$ cat src/rtl/cpu_exc_pkg.sv
// Shared CP0 exception encoding, exception vectors and commit FSM state type
// used by the writeback commit logic.
package cpu_exc_pkg;

  localparam int EXC_W = 15;

  localparam int EXC_INT       = 0;
  localparam int EXC_ADEL_IF   = 1;
  localparam int EXC_ADEL_D    = 2;
  localparam int EXC_SYS       = 3;
  localparam int EXC_BP        = 4;
  localparam int EXC_RI        = 5;
  localparam int EXC_ADES      = 6;
  localparam int EXC_OV        = 7;
  localparam int EXC_TLBL_IF_R = 8;
  localparam int EXC_TLBL_IF_I = 9;
  localparam int EXC_TLBL_R    = 10;
  localparam int EXC_TLBL_I    = 11;
  localparam int EXC_TLBS_R    = 12;
  localparam int EXC_TLBS_I    = 13;
  localparam int EXC_TLBM      = 14;

  localparam logic [31:0] CPU_REFILL_VEC  = 32'hbfc00200;
  localparam logic [31:0] CPU_GENERAL_VEC = 32'hbfc00380;

  typedef enum logic {
    ST_IDLE = 1'b0,
    ST_HOLD = 1'b1
  } cmt_state_e;

endpackage

$ cat src/rtl/exc_prio_enc.sv
// Combinational priority encoder: raw per-stage exception flags plus a pending
// interrupt reduce to a single one-hot CP0 exception strobe.
module exc_prio_enc
  import cpu_exc_pkg::*;
(
  input  logic [EXC_W-1:1] exc_flags,
  input  logic             int_req,
  output logic [EXC_W-1:0] exc_onehot,
  output logic             is_refill,
  output logic             is_if_fault
);

  // Older pipeline stages win: interrupt, then IF, ID, EXE, MEM faults.
  always_comb begin
    exc_onehot = '0;
    if (int_req)                       exc_onehot[EXC_INT]       = 1'b1;
    else if (exc_flags[EXC_TLBL_IF_R]) exc_onehot[EXC_TLBL_IF_R] = 1'b1;
    else if (exc_flags[EXC_TLBL_IF_I]) exc_onehot[EXC_TLBL_IF_I] = 1'b1;
    else if (exc_flags[EXC_ADEL_IF])   exc_onehot[EXC_ADEL_IF]   = 1'b1;
    else if (exc_flags[EXC_RI])        exc_onehot[EXC_RI]        = 1'b1;
    else if (exc_flags[EXC_SYS])       exc_onehot[EXC_SYS]       = 1'b1;
    else if (exc_flags[EXC_BP])        exc_onehot[EXC_BP]        = 1'b1;
    else if (exc_flags[EXC_OV])        exc_onehot[EXC_OV]        = 1'b1;
    else if (exc_flags[EXC_TLBL_R])    exc_onehot[EXC_TLBL_R]    = 1'b1;
    else if (exc_flags[EXC_TLBL_I])    exc_onehot[EXC_TLBL_I]    = 1'b1;
    else if (exc_flags[EXC_TLBS_R])    exc_onehot[EXC_TLBS_R]    = 1'b1;
    else if (exc_flags[EXC_TLBS_I])    exc_onehot[EXC_TLBS_I]    = 1'b1;
    else if (exc_flags[EXC_TLBM])      exc_onehot[EXC_TLBM]      = 1'b1;
    else if (exc_flags[EXC_ADEL_D])    exc_onehot[EXC_ADEL_D]    = 1'b1;
    else if (exc_flags[EXC_ADES])      exc_onehot[EXC_ADES]      = 1'b1;
  end

  assign is_refill   = exc_onehot[EXC_TLBL_IF_R] | exc_onehot[EXC_TLBL_R] |
                       exc_onehot[EXC_TLBS_R];
  assign is_if_fault = exc_onehot[EXC_TLBL_IF_R] | exc_onehot[EXC_TLBL_IF_I] |
                       exc_onehot[EXC_ADEL_IF];

endmodule

$ cat src/rtl/wb_commit_ctrl.sv
// Writeback commit controller: turns the WB instruction's flags into CP0 commit
// strobes, flushes the pipe and holds a fetch redirect until fetch accepts it.
module wb_commit_ctrl
  import cpu_exc_pkg::*;
#(
  parameter logic [31:0] REFILL_VEC  = CPU_REFILL_VEC,
  parameter logic [31:0] GENERAL_VEC = CPU_GENERAL_VEC
) (
  input  logic             clk,
  input  logic             resetn,
  input  logic             ws_valid,
  input  logic [31:0]      ws_pc,
  input  logic             ws_bd,
  input  logic [EXC_W-1:0] ws_exc,
  input  logic [31:0]      ws_badvaddr,
  input  logic             ws_eret,
  input  logic             ws_tlbwi,
  input  logic             ws_tlbr,
  input  logic             int_cmt,
  input  logic             cp0_status_exl,
  input  logic [31:0]      cp0_epc,
  output logic [EXC_W-1:0] exception_cmt,
  output logic             eret_cmt,
  output logic             inst_in_slot,
  output logic [31:0]      cmt_pc,
  output logic [31:0]      cmt_badvaddr,
  output logic             tlbr_op,
  output logic             tlbwi_op,
  output logic             flush,
  output logic             redirect_valid,
  output logic [31:0]      redirect_pc,
  input  logic             redirect_ready
);

  cmt_state_e       state_q, state_d;
  logic [31:0]      redir_pc_q, redir_pc_d;

  logic [EXC_W-1:0] exc_onehot;
  logic             is_refill;
  logic             is_if_fault;
  logic             commit;
  logic             has_exc;
  logic             do_eret;
  logic             do_tlbwi;
  logic             do_tlbr;
  logic             need_redirect;
  logic [31:0]      target;

  logic             unused_exc0;
  assign unused_exc0 = ws_exc[0];

  exc_prio_enc u_prio (
    .exc_flags   (ws_exc[EXC_W-1:1]),
    .int_req     (int_cmt),
    .exc_onehot  (exc_onehot),
    .is_refill   (is_refill),
    .is_if_fault (is_if_fault)
  );

  always_comb begin
    commit   = (state_q == ST_IDLE) && ws_valid;
    has_exc  = |exc_onehot;
    do_eret  = ws_eret && !has_exc;
    do_tlbwi = ws_tlbwi && !has_exc && !ws_eret;
    do_tlbr  = ws_tlbr && !has_exc && !ws_eret;
    need_redirect = commit && (has_exc || do_eret || do_tlbwi || do_tlbr);
    if (has_exc) begin
      target = (is_refill && !cp0_status_exl) ? REFILL_VEC : GENERAL_VEC;
    end else if (do_eret) begin
      target = cp0_epc;
    end else begin
      target = ws_pc + 32'd4;
    end
  end

  always_ff @(posedge clk) begin
    if (!resetn) begin
      state_q    <= ST_IDLE;
      redir_pc_q <= '0;
    end else begin
      state_q    <= state_d;
      redir_pc_q <= redir_pc_d;
    end
  end

  // The target is only captured when fetch cannot take it on the commit cycle.
  always_comb begin
    state_d    = state_q;
    redir_pc_d = redir_pc_q;
    case (state_q)
      ST_IDLE: begin
        if (need_redirect && !redirect_ready) begin
          state_d    = ST_HOLD;
          redir_pc_d = target;
        end
      end
      ST_HOLD: begin
        if (redirect_ready) state_d = ST_IDLE;
      end
    endcase
  end

  always_comb begin
    exception_cmt  = '0;
    eret_cmt       = 1'b0;
    tlbwi_op       = 1'b0;
    tlbr_op        = 1'b0;
    inst_in_slot   = 1'b0;
    cmt_pc         = '0;
    cmt_badvaddr   = '0;
    flush          = 1'b0;
    redirect_valid = 1'b0;
    redirect_pc    = '0;
    if (resetn) begin
      case (state_q)
        ST_IDLE: begin
          if (commit) begin
            exception_cmt = exc_onehot;
            eret_cmt      = do_eret;
            tlbwi_op      = do_tlbwi;
            tlbr_op       = do_tlbr;
          end
          if (need_redirect) begin
            inst_in_slot   = ws_bd;
            cmt_pc         = ws_pc;
            cmt_badvaddr   = is_if_fault ? ws_pc : ws_badvaddr;
            flush          = 1'b1;
            redirect_valid = 1'b1;
            redirect_pc    = target;
          end
        end
        ST_HOLD: begin
          flush          = 1'b1;
          redirect_valid = 1'b1;
          redirect_pc    = redir_pc_q;
        end
      endcase
    end
  end

endmodule
$ cat config.mk
export PLATFORM = sky130hd
export DESIGN_NAME = wb_commit_ctrl
export DESIGN_NICKNAME = d
export VERILOG_FILES = /design/src/rtl/cpu_exc_pkg.sv /design/src/rtl/exc_prio_enc.sv /design/src/rtl/wb_commit_ctrl.sv
export SDC_FILE = /design/constraint.sdc
export NUM_CORES = 1
export LEC_CHECK = 0
export BUFFER_PORTS_ARGS = -buffer_cell sky130_fd_sc_hd__buf_2
export CORE_UTILIZATION = 48
export DETAILED_ROUTE_END_ITERATION = 8
export PLACE_DENSITY = 0.88
export SYNTH_ARGS = -nofsm -noshare
export SYNTH_HDL_FRONTEND = slang
export SYNTH_SLANG_ARGS = --single-unit
$ cat constraint.sdc
create_clock -name clk -period 4.1 [get_ports clk]
set_input_delay 0.41 -clock clk [delete_from_list [all_inputs] [get_ports clk]]
set_output_delay 0.41 -clock clk [all_outputs]
set_load 0.1 [all_outputs]
* After elaboration in Yosys (flattened, before gate mapping)
Cells that the tools add are included.
** Storage, ports and cells
- Word-level logic and storage cells :: 110
- Bits of input ports :: 121
- Register bits :: 33
- Output and inout bits :: 117
** Operators by class
- Bitwise logic cells :: 5
- Muxes and demuxes :: 84
- Reductions and logical operators :: 18
- $add $sub $neg :: 1
** Operator list (count)
- $mux W32 :: 11
- $pmux W32 S2 :: 1
- $mux W1 :: 48
- $mux W15 :: 3
- $add A32 B3 Y32 const B :: 1
- $mux W5 :: 6
- $reduce_or A15 Y1 :: 1
- $mux W14 :: 1
- $mux W7 :: 2
- $mux W6 :: 2
- $logic_and A1 B1 Y1 :: 9
- $mux W9 :: 1
- $mux W2 :: 4
- $mux W3 :: 2
- $logic_not A1 Y1 :: 4
- $mux W4 :: 1
- $or A1 B1 Y1 :: 4
- $pmux W1 S2 :: 2
- $logic_or A1 B1 Y1 :: 3
- $reduce_and A2 Y1 :: 1
- $not A1 Y1 :: 1

* Depth between registers and ports, before layout
- Word-level depth :: 25
- Depth in mapped cells :: 8
- Gate-level depth less buffers :: 6

* By module
A second synthesis with hierarchy kept.
** Unflattened totals
- Cells, all modules :: 544
- Area, all modules :: 3788.6 µm²
** By module, submodules not included
- wb_commit_ctrl :: cells each 514, area an instance 3584.7 µm², seq. area each 660.6 µm², times used 1
- exc_prio_enc :: cells each 30, area an instance 203.9 µm², seq. area each 0.0 µm², times used 1

* Worst setup path before layout
No wires, ideal clock.
- Kind :: input to output
- From :: in ws_exc[9]
- To :: out exception_cmt[11]
- Arrival :: 4273 ps
- Buffers on the path :: 0
- Cell stages on the path :: 4
- Data required time :: 3690 ps
- Path slack :: -583 ps
- Cell sequence :: nor3_2 > nand2_1 > nor3_1 > nor4b_1
** Between the ends
- Longest elaborated chain between the ends :: 6
** RTL lines
- start, declared :: line wb_commit_ctrl.sv:14 : input logic [EXC_W-1:0] ws_exc,
- $mux W5 :: line exc_prio_enc.sv:18 : else if (exc_flags[EXC_TLBL_IF_I]) exc_onehot[EXC_TLBL_IF_I] = 1'b1;
- $mux W6 :: line exc_prio_enc.sv:17 : else if (exc_flags[EXC_TLBL_IF_R]) exc_onehot[EXC_TLBL_IF_R] = 1'b1;
- $mux W14 :: line exc_prio_enc.sv:16 : if (int_req) exc_onehot[EXC_INT] = 1'b1;
- $mux W15 :: line wb_commit_ctrl.sv:117 : if (commit) begin
- $mux W15 :: line wb_commit_ctrl.sv:115 : case (state_q)
- $mux W15 :: line wb_commit_ctrl.sv:114 : if (resetn) begin
- end, declared :: line wb_commit_ctrl.sv:22 : output logic [EXC_W-1:0] exception_cmt,
No other way between the ends.

* Final worst setup path
- From :: in ws_pc[2]
- To :: out redirect_pc[22]
** Between the ends
- Longest elaborated chain between the ends :: 6
** RTL lines
- start, declared :: line wb_commit_ctrl.sv:12 : input logic [31:0] ws_pc,
- $add A32 B3 Y32 :: line wb_commit_ctrl.sv:72 : target = ws_pc + 32'd4;
- $mux W32 :: line wb_commit_ctrl.sv:69 : end else if (do_eret) begin
- $mux W32 :: line wb_commit_ctrl.sv:67 : if (has_exc) begin
- $mux W32 :: line wb_commit_ctrl.sv:123 : if (need_redirect) begin
- $pmux W32 S2 :: line wb_commit_ctrl.sv:115
- $mux W32 :: line wb_commit_ctrl.sv:114
- end, declared :: line wb_commit_ctrl.sv:31 : output logic [31:0] redirect_pc,
No other way between the ends.

==> results.md <==
- Hold_sp: redirect_ready
- Final cycle utilization of the critical path: 0.8363
- Residual DRC count: 0
- Leakage: 2.582 nW
- Power after layout: 1.284 mW
- P&R area growth vs syn: 51.22%
- CP arrival: just over 3 ns
- Starting Density: 0.4972
- Core Area: around 0.0077 mm²
- Num CTS Buffers: 5
- Synthesized instance count: between 500 and 600
- RSZ-0062 raised after global routing: false
- Vias per Instance: just over 6
- Grt ovf: 0
- CTS root buf: clkbuf_8
- Final setup fails: 0
- # rows: 32
- Avg WL per Cell: 17.92 µm
- Mean Syn Cell Area: 6.480 µm²
- Share of cells above drive strength 1: 0.3563
- Drt pass-1 iters: 5
- Global-route wire length before repair: 24.81 mm
- Postcts setup bufs: 0
- Largest net degree at the start of global routing: 63
- Area leader, netlist: dfxtp_1
- CP max FO: 12
- Top-area cell type share of the netlist area: 0.1719
- End-of-flow core utilization: 0.7519
- # resized after CTS: 0
- Initial antenna violation count: 0
- Non-Filler Instances: 899
- Setup crit end kind: primary output
- Ys flop type: dfxtp_1
- Maximum root-to-sink buffer count: 2
- Clk_skew: 0.002178 ns
- H-tree depth: 2
- DR vias: 5591
- Final Critical Period: 3.429 ns
- Yosys reg bits: 33
- Global Route Usage Sum: 0.3636
- CTS clk-pin slew, worst paths: 0.06 ns
- Starting DRC count in detailed routing: 569
- Post-DP Area: 0.005724 mm²
- Post-Place Cells: 892
- Vias in the first global route: 5132
- Die area: 0.008367 mm²
- Total routed wirelength: 16.11 mm
- Slew @ Worst Pin: 0.9845 ns
- Post-DRT Antenna Nets: 0
- Max Slew Vio Count: 0
- Post-Synthesis Cell Area: 0.003842 mm²
- Net count, final: slightly above 900
- Net Count, Synth: 715
- Final Hold Vio Count: 0
- Status: finished clean
- CTS tree: yes
- Hold crit path type: input port to flip-flop
- Die Wd: 91.47 µm
- Finished Cell Area: 0.005811 mm²
- Synth cell types: 73
- GP Congestion: ~1.1
- Yosys warns: 0
- CP required: 3.69 ns
- CP startpoint kind: input port
- Diode count: 0
- IO buf count: 236
- Power density cells: 221.0 mW/mm²
- Clock sinks: 33
- Critical path type: input port to primary output
- Sequential element share of the synthesized area: 0.1719
- HPWL after DPL: 12.27 mm
- Post-synthesis async set-or-reset flop share: 0
- Hold buffer count at cts: 0
- EDFF count, synth: 0
- Top post-synthesis cells by area: dfxtp_1 (17%), nand2_1 (12%), a21oi_1 (7.4%)
- Max Cap Viol: 0
- Worst slew margin relative to its limit: 0.3398
- I/O Pins: 238
- Height of the die: 91.47 µm
- F_max: 291.6 MHz
- Worst vdd ir: 0.1734 mV
- Clk_lat worst skew: 0.28 ns
- Worst setup path startpoint: ws_pc[2]
- Critical R2R Launch: state_q
-- worst paths after layout --
path                          end  slack [ns]  depth (start not counted)
hold reg to reg     redir_pc_q[0]        0.46                          2
setup / recovery  redirect_pc[22]        0.67                          8
setup reg to reg   redir_pc_q[11]        1.76                          5
hold / removal            state_q        0.30                          2
-- power breakdown --
group	total (mW)	internal, mW	switching, mW
Clock	0.245	0.133	0.112
Sequential	0.337	0.330	0.00693
Combinational	0.702	0.202	0.500
-- sequential cells by signal, indices dropped and copies added (netlist names) --
| signal | flops |
|---|---|
| redir_pc_q | 32 |
| state_q | 1 |
-- cells by family after synthesis --
logic type	count (synthesis)	synth area share
muxes	12	0.03256
xor gates and xnor gates	9	0.02052
AOI/OAI and AO/OA	155	0.2459
DFF	33	0.1719
adders and majority gates	1	0.003256
and+or+nand+nor	327	0.4448
buffers and inverters	56	0.08108
-- cell usage in the layout (no fill, tap or decap), drive strengths merged, types with 3 or more instances in the layout --
cell type  instances
nor4              12
nand2b            12
or4                4
or3                6
nor2b              7
and3              11
o31a               3
and2              36
nor3              18
nor2              32
inv                5
clkbuf             7
o211ai             9
a21oi             57
nand4             14
nand3             29
o21ai             46
nor4b              3
mux2               4
and4               6
xor2               7
a211oi             6
nor3b              3
a31o               3
a32oi              3
dfxtp             33
nand2            125
o31ai              5
buf              246
a31oi              4
mux2i              8
-- cell usage after synthesis (all sizes together) (4+ instances only) --
library cell and count:
o31ai 5, buf 17, nor2b 7, or4 4, nor4 12, inv 5
a211oi 6, o211ai 9, o21ai 46, xor2 7, a31oi 4, nor2 32
and2 36, nor3 18, or3 6, dfxtp 33, mux2 4, mux2i 8
a21oi 57, nand2 125, nand2b 12, clkbuf 30, and4 6, and3 11
nand3 29, nand4 14
-- through the flow --
stage | TNS (ns) | setup WS (ns) | hold WS (ns)
floorplan | -0.2313 | -0.07819 | 0.4313
global placement | 0 | 0.8494 | 0.4380
detailed placement | 0 | 0.7794 | 0.4476
CTS | 0 | 0.7762 | 0.2931
global route | 0 | 0.5586 | 0.3090
finish | 0 | 0.6710 | 0.2998
-- worst max-delay path: stages --
cell      delay (ns)
buf_2           0.13
ha_1            0.23
and4_2          0.30
nand4_1         0.50
o31a_2          0.53
o31ai_1         0.43
a211oi_1        0.15
buf_2           0.32
-- layer usage --
metal	global-route usage	vias up	part of all wire
met5	0	-	0
met4	0.1508	0	0.044
li1	-	2540	-
met2	0.5971	423	0.47
met1	0.4625	2542	0.37
met3	0.07035	86	0.11
-- final cells by class --
cell class | count | area (µm²)
Tap cell | 102 | 127.6
Inverter | 7 | 26.28
Timing Repair Buffer | 246 | 2007
Multi-Input combinational cell | 504 | 2903
Clock buffer | 7 | 86.33
Fill cell | 548 | 1917
Sequential cell | 33 | 660.6
No activity file was read; power rests on OpenSTA's default activity.
